**config.mk**
```make
export PLATFORM = sky130hd
export DESIGN_NAME = fetch_ctrl
export DESIGN_NICKNAME = d
export VERILOG_FILES = /design/src/rtl/fetch_pkg.sv /design/src/rtl/fetch_pc_gen.sv /design/src/rtl/fetch_ctrl.sv
export SDC_FILE = /design/constraint.sdc
export NUM_CORES = 1
export LEC_CHECK = 0
export CAP_MARGIN = 20
export CORE_ASPECT_RATIO = 0.8
export CORE_MARGIN = 10
export CORE_UTILIZATION = 45
export CTS_CLUSTER_SIZE = 8
export DETAILED_ROUTE_END_ITERATION = 12
export GPL_ROUTABILITY_DRIVEN = 0
export PLACE_DENSITY = 0.92
export SYNTH_ARGS = -nofsm -noshare
export SYNTH_HDL_FRONTEND = slang
export SYNTH_SLANG_ARGS = --single-unit
```
**constraint.sdc**
```tcl
create_clock -name clk -period 5.2 [get_ports clk]
set_input_delay 1.56 -clock clk [delete_from_list [all_inputs] [get_ports clk]]
set_output_delay 1.56 -clock clk [all_outputs]
set_load 0.01 [all_outputs]
```
**src/rtl/fetch_pkg.sv**
```systemverilog
// Shared types and constants for the fetch sequencer.
//   fetch_state_e  : sequencer states (REQ drive request, WAIT outstanding, HOLD paused)
//   fetch_bundle_t : two-slot instruction bundle handed to the IFU front end
package fetch_pkg;

  localparam logic [31:0] RESET_PC_DEFAULT = 32'hBFC0_0000;
  localparam int unsigned FETCH_BYTES      = 8;
  localparam logic [31:0] BLOCK_MASK       = ~32'(FETCH_BYTES - 1);
  localparam logic [31:0] WORD_MASK        = 32'hFFFF_FFFC;

  typedef enum logic [1:0] {
    REQ  = 2'd0,
    WAIT = 2'd1,
    HOLD = 2'd2
  } fetch_state_e;

  typedef struct packed {
    logic [1:0]  valid;
    logic [31:0] pc;
    logic [63:0] data;
  } fetch_bundle_t;

endpackage

```
**src/rtl/fetch_pc_gen.sv**
```systemverilog
// Fetch block address helper (purely combinational).
//   pc        : in  - any fetch PC
//   block_pc  : out - pc aligned down to its 8-byte block
//   slot_mask : out - {slot1,slot0} valid; slot0 skipped when pc points at block+4
//   next_pc   : out - base of the following block, wraps modulo 2^32
module fetch_pc_gen
  import fetch_pkg::*;
(
  input  logic [31:0] pc,
  output logic [31:0] block_pc,
  output logic [1:0]  slot_mask,
  output logic [31:0] next_pc
);

  always_comb begin
    block_pc  = pc & BLOCK_MASK;
    slot_mask = pc[2] ? 2'b10 : 2'b11;
    next_pc   = {pc[31:3] + 29'd1, 3'b000};
  end

endmodule

```
**src/rtl/fetch_ctrl.sv**
```systemverilog
// Fetch sequencer between the I-cache request port and the IFU front end.
//   clk, rst          : clock, synchronous active-low reset
//   ib_pause          : instruction buffer nearly full, stop issuing
//   redirect_valid/pc : backend redirect strobe and target
//   ic_req_*          : I-cache request (valid/ready, 8-byte aligned pc)
//   ic_resp_*         : I-cache response, one cycle, one per accepted request
//   out_valid/pc/data : bundle to the IFU, valid only in the response cycle
//   busy              : a request is outstanding (possibly a stale one)
// Optional build macro FETCH_CTRL_PERF_EN adds saturating counters
//   perf_pause_cycles, perf_stale_drops, perf_blocks.
module fetch_ctrl
  import fetch_pkg::*;
#(
  parameter logic [31:0] RESET_PC = RESET_PC_DEFAULT
) (
  input  logic        clk,
  input  logic        rst,
  input  logic        ib_pause,
  input  logic        redirect_valid,
  input  logic [31:0] redirect_pc,
  output logic        ic_req_valid,
  output logic [31:0] ic_req_pc,
  input  logic        ic_req_ready,
  input  logic        ic_resp_valid,
  input  logic [63:0] ic_resp_data,
  output logic [1:0]  out_valid,
  output logic [31:0] out_pc,
  output logic [63:0] out_data,
  output logic        busy
`ifdef FETCH_CTRL_PERF_EN
  ,
  output logic [31:0] perf_pause_cycles,
  output logic [15:0] perf_stale_drops,
  output logic [31:0] perf_blocks
`endif
);

  fetch_state_e  state_q, state_d;
  logic [31:0]   fetch_pc_q, fetch_pc_d;
  logic          stale_q, stale_d;
  logic [31:0]   req_pc_q, req_pc_d;
  logic [1:0]    mask_q, mask_d;

  logic [31:0]   gen_pc, gen_block, gen_next;
  logic [1:0]    gen_mask;
  logic          req_fire, resp_in_wait, deliver;
  fetch_bundle_t bundle;

  // While waiting, the helper works on the latched request to form the next block;
  // otherwise it aligns the current fetch PC for the request port.
  assign gen_pc = (state_q == WAIT) ? req_pc_q : fetch_pc_q;

  fetch_pc_gen u_pc_gen (
    .pc        (gen_pc),
    .block_pc  (gen_block),
    .slot_mask (gen_mask),
    .next_pc   (gen_next)
  );

  // Request/response qualifiers and the combinational bundle pass-through
  always_comb begin
    ic_req_valid = rst && (state_q == REQ) && !ib_pause && !redirect_valid;
    ic_req_pc    = rst ? gen_block : (RESET_PC & BLOCK_MASK);
    req_fire     = ic_req_valid && ic_req_ready;
    resp_in_wait = rst && (state_q == WAIT) && ic_resp_valid;
    deliver      = resp_in_wait && !stale_q && !redirect_valid;
    busy         = rst && (state_q == WAIT);

    bundle = '0;
    if (deliver) begin
      bundle.valid = mask_q;
      bundle.pc    = req_pc_q;
      bundle.data  = ic_resp_data;
    end
    out_valid = bundle.valid;
    out_pc    = bundle.pc;
    out_data  = bundle.data;
  end

  // Next-state logic; redirect overrides everything else
  always_comb begin
    state_d    = state_q;
    fetch_pc_d = fetch_pc_q;
    stale_d    = stale_q;
    req_pc_d   = req_pc_q;
    mask_d     = mask_q;

    if (req_fire) begin
      req_pc_d = gen_block;
      mask_d   = gen_mask;
    end

    if (redirect_valid) begin
      fetch_pc_d = redirect_pc & WORD_MASK;
      if (resp_in_wait) begin
        // The coincident response closes the outstanding request.
        state_d = REQ;
        stale_d = 1'b0;
      end else if ((state_q == WAIT) || req_fire) begin
        state_d = WAIT;
        stale_d = 1'b1;
      end else begin
        state_d = REQ;
      end
    end else begin
      case (state_q)
        REQ: begin
          if (req_fire)      state_d = WAIT;
          else if (ib_pause) state_d = HOLD;
        end
        HOLD: begin
          if (!ib_pause) state_d = REQ;
        end
        WAIT: begin
          if (ic_resp_valid) begin
            if (stale_q) begin
              stale_d = 1'b0;
              state_d = REQ;
            end else begin
              fetch_pc_d = gen_next;
              state_d    = ib_pause ? HOLD : REQ;
            end
          end
        end
        default: state_d = REQ;
      endcase
    end
  end

  // State registers
  always_ff @(posedge clk) begin
    if (!rst) begin
      state_q    <= REQ;
      fetch_pc_q <= RESET_PC;
      stale_q    <= 1'b0;
      req_pc_q   <= '0;
      mask_q     <= '0;
    end else begin
      state_q    <= state_d;
      fetch_pc_q <= fetch_pc_d;
      stale_q    <= stale_d;
      req_pc_q   <= req_pc_d;
      mask_q     <= mask_d;
    end
  end

`ifdef FETCH_CTRL_PERF_EN
  logic [31:0] pause_cnt_q, pause_cnt_d;
  logic [15:0] drop_cnt_q, drop_cnt_d;
  logic [31:0] blk_cnt_q, blk_cnt_d;
  logic        drop_c;

  // Saturating event counters
  always_comb begin
    drop_c      = resp_in_wait && (stale_q || redirect_valid);
    pause_cnt_d = pause_cnt_q;
    drop_cnt_d  = drop_cnt_q;
    blk_cnt_d   = blk_cnt_q;
    if ((state_q == HOLD) && (pause_cnt_q != '1)) pause_cnt_d = pause_cnt_q + 32'd1;
    if (drop_c && (drop_cnt_q != '1))             drop_cnt_d  = drop_cnt_q + 16'd1;
    if (deliver && (blk_cnt_q != '1))             blk_cnt_d   = blk_cnt_q + 32'd1;
  end

  always_ff @(posedge clk) begin
    if (!rst) begin
      pause_cnt_q <= '0;
      drop_cnt_q  <= '0;
      blk_cnt_q   <= '0;
    end else begin
      pause_cnt_q <= pause_cnt_d;
      drop_cnt_q  <= drop_cnt_d;
      blk_cnt_q   <= blk_cnt_d;
    end
  end

  assign perf_pause_cycles = pause_cnt_q;
  assign perf_stale_drops  = drop_cnt_q;
  assign perf_blocks       = blk_cnt_q;
`endif

endmodule
```
==> impl_metrics.py, run 1 <==
metrics = {
    "clock_network": {
        "clk_root_buffer_cell": "sky130_fd_sc_hd__clkbuf_16",
        "cts_post_setup_buffers_inserted": 0,
        "maximum_clock_insertion_buffer_count": 2,
        "postCtsHoldBufs": 0,
        "cts_buffers": 9,
        "worst_setup_hold_path_clk_slew_ns": 0.06,
        "post_cts.resized_instances": 0,
        "clock_latency_of_the_later_clocked_register_in_the_worst_skew_pair_ns": 0.32,
        "cts.sinks": 64,
        "tritoncts": "yes",
        "clock_tree.htree_level_count": 3,
    },
    "yosys": {
        "area_of_the_mapped_netlist_mm2": 0.00481,
        "synth_async_reset_ratio_pct": 0,
        "post_synth_num_cell_types": 59,
        "ys_dominant_reg_cell": "sky130_fd_sc_hd__dfxtp_1",
        "post_synth.cell_area_avg_um2": 7.59,
        "synth-edff-count": 0,
        "synthesis.yosys.warnings": 0,
        "postSynthRegisterBits": 64,
        "ys_seq_area_share_pct": 26.6,
        "synthesis.instances": 634,
    },
    "hold_path": {
        "timing.hold.worst_endpoint": "req_pc_q[15]",
        "hold-path-cell-count": 2,
        "hold_path.class": "register to register",
        "worstHoldStart": "fetch_pc_q[15]",
    },
    "worst_setup_path": {
        "worst_setup_path_start_kind": "primary input",
        "most_used_cell_cp": "sky130_fd_sc_hd__clkdlybuf4s50_1",
        "r2r_cells": 11,
        "delay_of_the_slowest_critical_path_stage_ns": 0.61,
        "timing.setup.critical_path_class": "primary input to output pin",
        "cp-startpoint": "ic_resp_valid",
        "r2r_setup_slack_ns": 1.33,
        "critical_path_peak_fanout": 70,
        "rr_endpoint": "fetch_pc_q[27]",
        "crit_chain": "clkdlybuf4s50_1 > nand4bb_1 > nor2_4 > buf_12 > and3_1 > clkdlybuf4s50_1",
        "cp_slowest_cell": "sky130_fd_sc_hd__clkdlybuf4s50_1",
        "critical_path.reg2reg.startpoint": "state_q[0]",
        "critical_path.endpoint_type": "output pin",
        "worst_ep_arrival_time_ns": 3.52,
        "worst_ep_required_time_ns": 3.64,
    },
    "drt": {
        "drt_pass1_iterations": 5,
        "drt_iter0_markers": 544,
        "vias_per_cell": 5.77,
        "route.vias.total": 5601,
        "drt.antenna.violating_nets": 0,
        "route.detailed.drc": 0,
        "wl_per_cell_um": 20.3,
        "route.final.wire_length_um": 19700,
    },
    "power": {
        "power.clock.fraction_pct": 43.1,
        "internal-power_mw": 1.04,
        "power.share.sequential_pct": 38.3,
        "switchingPower_uw": 364,
        "static-leakage-power_nw": 3.37,
        "worst_ir_drop_vdd_v": 0.000214,
        "cellPowerDensity_mw_per_mm2": 190,
        "p_comb_share_pct": 18.6,
        "power.share.switching_pct": 25.9,
    },
    "timing": {
        "worst-slew-pin-transition_ns": 0.778,
        "fin_hold_ws_ns": 0.475,
        "final.min_clock_period_ns": 5.08,
        "fin_worst_skew_ns": 0.00633,
        "final.period_utilization_pct": 97.6,
        "slew_viol_final": 0,
        "worst_slack_ns": 0.123,
        "timing.final.setup_violations": 0,
        "clock.fmax_ghz": 0.197,
        "grt_setup_unrepaired": "no",
        "hold_viol": 0,
        "worst_slew_margin_rel_pct": 48.2,
        "fin_tns_setup_ns": 0,
    },
    "placement": {
        "place.detailed.hpwl_um": 15000,
        "pre_cts_slack_ns": 0.135,
        "numPortBuffers": 225,
        "detailed_place.area_mm2": 0.00711,
    },
    "global_route": {
        "groute.layer.met1.usage_pct": 26.1,
        "globalRoute.busiestLayer": "met2",
        "met2_usage_pct": 44.6,
        "grt_start_max_net_pins": 71,
        "global_route.usage.met3_pct": 8.07,
        "grtUsageTotal_pct": 24.3,
        "number_of_global_route_vias_before_repair": 5539,
        "grt.overflow.total": 0,
        "grt_pass1_wl_um": 30300,
        "grt_antenna_before_repair": 0,
    },
    "floorplan": {
        "die_h_um": 112,
        "floorplan.die_area_mm2": 0.0152,
        "design.core.area_mm2": 0.0104,
        "fp-row-count": 33,
        "io_pins": 234,
        "start_util_pct": 46.4,
        "chipWidth_um": 136,
    },
    "outcome": {
        "run_status": "finished, final reports clean",
    },
    "finish": {
        "post-route-cell-area_mm2": 0.00741,
        "layout.core_utilization_pct": 71.5,
        "antenna-diode-count": 0,
        "post_layout_nets": 929,
        "drive_above_1_share_pct": 6.02,
        "area_delta_synth_final_pct": 54.0,
    },
    "flow_run": {
        "drv.max_cap_violation_count": 0,
    },
}
power groups by stage:
stage                     clock [mW]  combinational (mW)  sequential [mW]
after floorplan                    0               0.133            0.539
after detailed placement           0               0.258            0.546
final                          0.606               0.261            0.537
after global placement             0               0.250            0.544
after CTS                      0.614               0.259            0.536
after global routing           0.634               0.282            0.540
Yosys cell counts (all sizes together) (2+ instances only):
library cell | number | area share [%]
a211oi | 7 | 1.1
a21boi | 15 | 2.3
a21oi | 7 | 0.73
a221oi | 2 | 0.36
a22o | 2 | 0.36
a22oi | 2 | 0.31
a31oi | 3 | 0.39
and2 | 12 | 1.6
and3 | 104 | 14
buf | 16 | 2.6
clkbuf | 48 | 3.7
dfxtp | 64 | 27
inv | 2 | 0.16
mux2 | 4 | 0.94
mux2i | 39 | 9.1
nand2 | 124 | 9.7
nand2b | 3 | 0.39
nand3 | 13 | 1.6
nand3b | 3 | 0.47
nand4 | 5 | 1.2
nor2 | 29 | 2.3
nor2b | 13 | 1.7
nor3 | 13 | 1.4
nor3b | 5 | 0.78
nor4 | 3 | 0.70
nor4b | 3 | 0.55
o2111ai | 2 | 0.36
o211a | 19 | 4.0
o211ai | 7 | 1.1
o21a | 3 | 0.47
o21ai | 23 | 2.4
o31ai | 2 | 0.31
or3 | 8 | 1.0
xnor2 | 8 | 1.5
xor2 | 9 | 1.6
state kept, by name, summed over array words and instances, names as in the netlist:
signal	count
fetch_pc_q	30
mask_q	2
req_pc_q	29
stale_q	1
state_q	2
routing by layer:
metal / up-vias / routed length, um
li1: 2607 / -
met1: 2699 / 7310
met2: 270 / 10200
met3: 25 / 1890
met4: 0 / 277
met5: - / 0
cell type report:
class / count / area, um2
clock buffer: 11 / 243
timing repair buffer: 240 / 2400
fill: 748 / 2960
clock inverter: 5 / 56.3
inverter: 2 / 7.51
multi-input combinational: 509 / 3240
tap: 140 / 175
sequential: 64 / 1280
critical path, delay by kind of cell:
kind	cells	cell delay (ns)
simple gates	3	0.58
buf+inv	3	1.35
through the flow:
stage,std cells,power [mW]
after floorplan,639,0.673
after global placement,955,0.794
after detailed placement,955,0.805
after CTS,971,1.41
after global routing,971,1.46
final,971,1.40
worst max-delay path by stage:
stage | to | slack [ns] | cells past startpoint
2_1_floorplan | out_pc[30] | 0.80 | 5
5_1_grt | out_data[39] | 0.01 | 6
3_3_place_gp | out_data[46] | 0.17 | 6
3_5_place_dp | out_data[39] | 0.14 | 6
6_report | out_data[39] | 0.12 | 6
4_1_cts | out_data[39] | 0.13 | 6
cells in the final DEF, fill, tap and decap left out, types with 5 or more instances in the layout:
cell / synthesis / routed
sky130_fd_sc_hd__a211oi_1: 7 / 7
sky130_fd_sc_hd__a21boi_0: 15 / 15
sky130_fd_sc_hd__a21oi_1: 7 / 7
sky130_fd_sc_hd__and2_1: 12 / 11
sky130_fd_sc_hd__and3_1: 104 / 104
sky130_fd_sc_hd__buf_4: 8 / 13
sky130_fd_sc_hd__clkbuf_16: 0 / 9
sky130_fd_sc_hd__clkdlybuf4s50_1: 0 / 224
sky130_fd_sc_hd__conb_1: 1 / 6
sky130_fd_sc_hd__dfxtp_1: 64 / 64
sky130_fd_sc_hd__mux2i_1: 33 / 33
sky130_fd_sc_hd__nand2_1: 123 / 123
sky130_fd_sc_hd__nand3_1: 12 / 12
sky130_fd_sc_hd__nor2_1: 29 / 28
sky130_fd_sc_hd__nor2b_1: 13 / 13
sky130_fd_sc_hd__nor3_1: 13 / 13
sky130_fd_sc_hd__nor3b_1: 5 / 5
sky130_fd_sc_hd__o211a_1: 19 / 19
sky130_fd_sc_hd__o211ai_1: 7 / 7
sky130_fd_sc_hd__o21ai_0: 23 / 23
sky130_fd_sc_hd__or3_1: 8 / 8
sky130_fd_sc_hd__xnor2_1: 8 / 8
sky130_fd_sc_hd__xor2_1: 9 / 9
cell families (layout without fill, tap and decap cells):
group / after synthesis / count (layout) / synth area share, %
fa+ha+maj: 1 / 1 / 0.260
buf+inv: 66 / 258 / 6.53
compound gates: 100 / 100 / 15.7
other cells: 1 / 6 / 0.0780
simple gates: 342 / 342 / 37.7
flops: 64 / 64 / 26.6
xor+xnor: 17 / 17 / 3.10
mux: 43 / 43 / 10.1
(Power assumes the default switching activity.)
==> run 2, diff against run 1 <==
--- a/config.mk
+++ b/config.mk
@@ -12,7 +12,8 @@
 export CTS_CLUSTER_SIZE = 8
 export DETAILED_ROUTE_END_ITERATION = 12
 export GPL_ROUTABILITY_DRIVEN = 0
-export PLACE_DENSITY = 0.92
+export PLACE_DENSITY = 0.9
 export SYNTH_ARGS = -nofsm -noshare
 export SYNTH_HDL_FRONTEND = slang
+export SYNTH_HIERARCHICAL = 1
 export SYNTH_SLANG_ARGS = --single-unit
==> run 2 against run 1 <==
Against the previous run:
- synthesized area increased by 3.3%
- setup slack improved by 0.0012 ns
- clock skew increased by 0.0045 ns
- power increased by 8.6%
- flip-flop and latch count increased by 3
- register-to-register slack improved by 0.49 ns
- combinational power increased by 39%
- synthesized cell count decreased by 1.4%
- sequential share of layout area increased by 1.1 points
- critical path type unchanged
- critical endpoint is now out_pc[4]
- largest power group unchanged
- highest routed layer unchanged
==> impl_metrics.py, run 2 <==
metrics = {
    "drt": {
        "metal3_wl_um": 2070,
        "drt.antenna.violating_nets": 0,
        "drt_pass1_iterations": 7,
        "route.detailed.drc": 0,
        "route.vias.total": 5338,
        "routed-wl-met2_um": 9680,
        "m1WireLength_um": 7310,
        "highest_layer": "met4",
        "wl_per_cell_um": 20.9,
        "route.final.wire_length_um": 19400,
        "drt_iter0_markers": 344,
        "vias_per_cell": 5.74,
    },
    "timing": {
        "worst-slew-pin-transition_ns": 1.09,
        "clock.fmax_ghz": 0.197,
        "fin_tns_setup_ns": 0,
        "timing.final.setup_violations": 0,
        "final.period_utilization_pct": 97.6,
        "grt_setup_unrepaired": "no",
        "hold_viol": 0,
        "slew_viol_final": 0,
        "final.min_clock_period_ns": 5.08,
        "worst_slack_ns": 0.124,
        "fin_worst_skew_ns": 0.0108,
        "worst_slew_margin_rel_pct": 26.8,
        "fin_hold_ws_ns": 0.482,
    },
    "clock_network": {
        "clock_latency_of_the_later_clocked_register_in_the_worst_skew_pair_ns": 0.33,
        "maximum_clock_insertion_buffer_count": 2,
        "post_cts.resized_instances": 0,
        "cts_buffers": 9,
        "clk_root_buffer_cell": "sky130_fd_sc_hd__clkbuf_16",
        "cts_post_setup_buffers_inserted": 0,
        "postCtsHoldBufs": 0,
        "tritoncts": "yes",
        "cts.sinks": 67,
        "clock_tree.htree_level_count": 3,
        "worst_setup_hold_path_clk_slew_ns": 0.05,
    },
    "worst_setup_path": {
        "cp-startpoint": "ic_resp_valid",
        "worst_ep_required_time_ns": 3.64,
        "critical_path.endpoint_type": "output pin",
        "worst_setup_path_start_kind": "primary input",
        "most_used_cell_cp": "sky130_fd_sc_hd__clkdlybuf4s50_1",
        "crit_chain": "clkdlybuf4s50_1 > and4bb_4 > buf_12 > and3_1 > clkdlybuf4s50_1",
        "cp_slowest_cell": "sky130_fd_sc_hd__clkdlybuf4s50_1",
        "timing.setup.critical_path_class": "primary input to output pin",
        "critical_path.reg2reg.startpoint": "state_q[0]",
        "critical_path_peak_fanout": 71,
        "worst_ep_arrival_time_ns": 3.52,
        "delay_of_the_slowest_critical_path_stage_ns": 0.56,
    },
    "finish": {
        "final_standard_cell_count_with_taps_included_and_fillers_excluded": 930,
        "regMostFlops": "req_pc_q",
        "layout.cells.most_common": "sky130_fd_sc_hd__clkdlybuf4s50_1",
        "area_delta_synth_final_pct": 47.1,
        "final_cell_mix": "227 x sky130_fd_sc_hd__clkdlybuf4s50_1, 104 x sky130_fd_sc_hd__and3_1, 67 x sky130_fd_sc_hd__dfxtp_1",
        "antenna-diode-count": 0,
        "post_layout_nets": 885,
        "biggestRegsByFlops": "req_pc_q (32), fetch_pc_q (30)",
        "fill_cells": 888,
        "drive_above_1_share_pct": 8.78,
        "largest_reg_flops": 32,
    },
    "yosys": {
        "synthesis.yosys.warnings": 6,
        "post_synth.cell_area_avg_um2": 7.95,
        "area_of_the_mapped_netlist_mm2": 0.00497,
        "synthesis.instances": 625,
    },
    "placement": {
        "numPortBuffers": 228,
        "pre_cts_slack_ns": 0.159,
        "placedCellCount": 915,
        "place.detailed.hpwl_um": 14200,
    },
    "global_route": {
        "grt_antenna_before_repair": 0,
        "grt_pass1_wl_um": 29200,
        "grt.overflow.total": 0,
        "grt_start_max_net_pins": 79,
        "number_of_global_route_vias_before_repair": 5207,
        "grtUsageTotal_pct": 23.1,
    },
    "floorplan": {
        "die_h_um": 114,
        "io_pins": 234,
        "floorplan.die_area_mm2": 0.0157,
        "design.core.area_mm2": 0.0108,
        "start_util_pct": 45.8,
        "fp-row-count": 34,
        "chipWidth_um": 137,
    },
    "hold_path": {
        "hold_path.class": "register to register",
        "worstHoldStart": "req_pc_q[19]",
    },
    "flow_run": {
        "drv.max_cap_violation_count": 0,
    },
    "power": {
        "cellPowerDensity_mw_per_mm2": 209,
        "static-leakage-power_nw": 2.94,
        "worst_ir_drop_vdd_v": 0.000154,
    },
    "outcome": {
        "run_status": "finished, final reports clean",
    },
}
==> run 2: layout make-up <==
type / count / area, um2 / area share [%]
clock buffer: 13 / 260 / 3.56
clock inverter: 2 / 35.0 / 0.479
inverter: 6 / 22.5 / 0.308
multi-input combinational: 458 / 3050 / 41.8
sequential: 67 / 1340 / 18.4
tap: 144 / 180 / 2.47
timing repair buffer: 240 / 2420 / 33.1
==> run 2: report_power, final <==
group / switching (mW) / internal, mW
clock network: 0.215 / 0.394
logic: 0.179 / 0.183
registers: 0.0158 / 0.537
total: 0.410 / 1.11
==> run 2: through the flow <==
step | area (um2) | util, % | power, mW
after floorplan | 4980 | - | 0.789
after global placement | 7010 | 64.6 | 0.906
after detailed placement | 7010 | 64.6 | 0.919
after CTS | 7310 | 67.4 | 1.52
after global routing | 7310 | 67.4 | 1.58
final | 7310 | 67.4 | 1.52
==> run 2: final timing paths <==
| check | slack, ns | cells after the start | end |
|---|---|---|---|
| max | 0.12 | 5 | out_pc[4] |
| min | 0.48 | 2 | req_pc_q[19] |
| max reg2reg | 1.82 | 9 | fetch_pc_q[27] |
| min reg2reg | 0.48 | 2 | req_pc_q[19] |
==> run 2: layer usage <==
layer	GRT usage [%]	vias to the layer above
met3	6.68	29
met2	40.5	287
met5	0	-
met4	5.96	0
li1	-	2483
met1	26.9	2539
==> run 2: worst max-delay path: cells and delay by family <==
| kind | cells | cell delay (ns) |
|---|---|---|
| buf+inv | 3 | 1.35 |
| simple gates | 2 | 0.56 |
==> run 3, diff against run 2 <==
--- a/config.mk
+++ b/config.mk
@@ -13,6 +13,7 @@
 export DETAILED_ROUTE_END_ITERATION = 12
 export GPL_ROUTABILITY_DRIVEN = 0
 export PLACE_DENSITY = 0.9
+export SLEW_MARGIN = 20
 export SYNTH_ARGS = -nofsm -noshare
 export SYNTH_HDL_FRONTEND = slang
 export SYNTH_HIERARCHICAL = 1
==> results of run 3 <==
No change in the layout: final DEF, timing and power equal those of run 2.
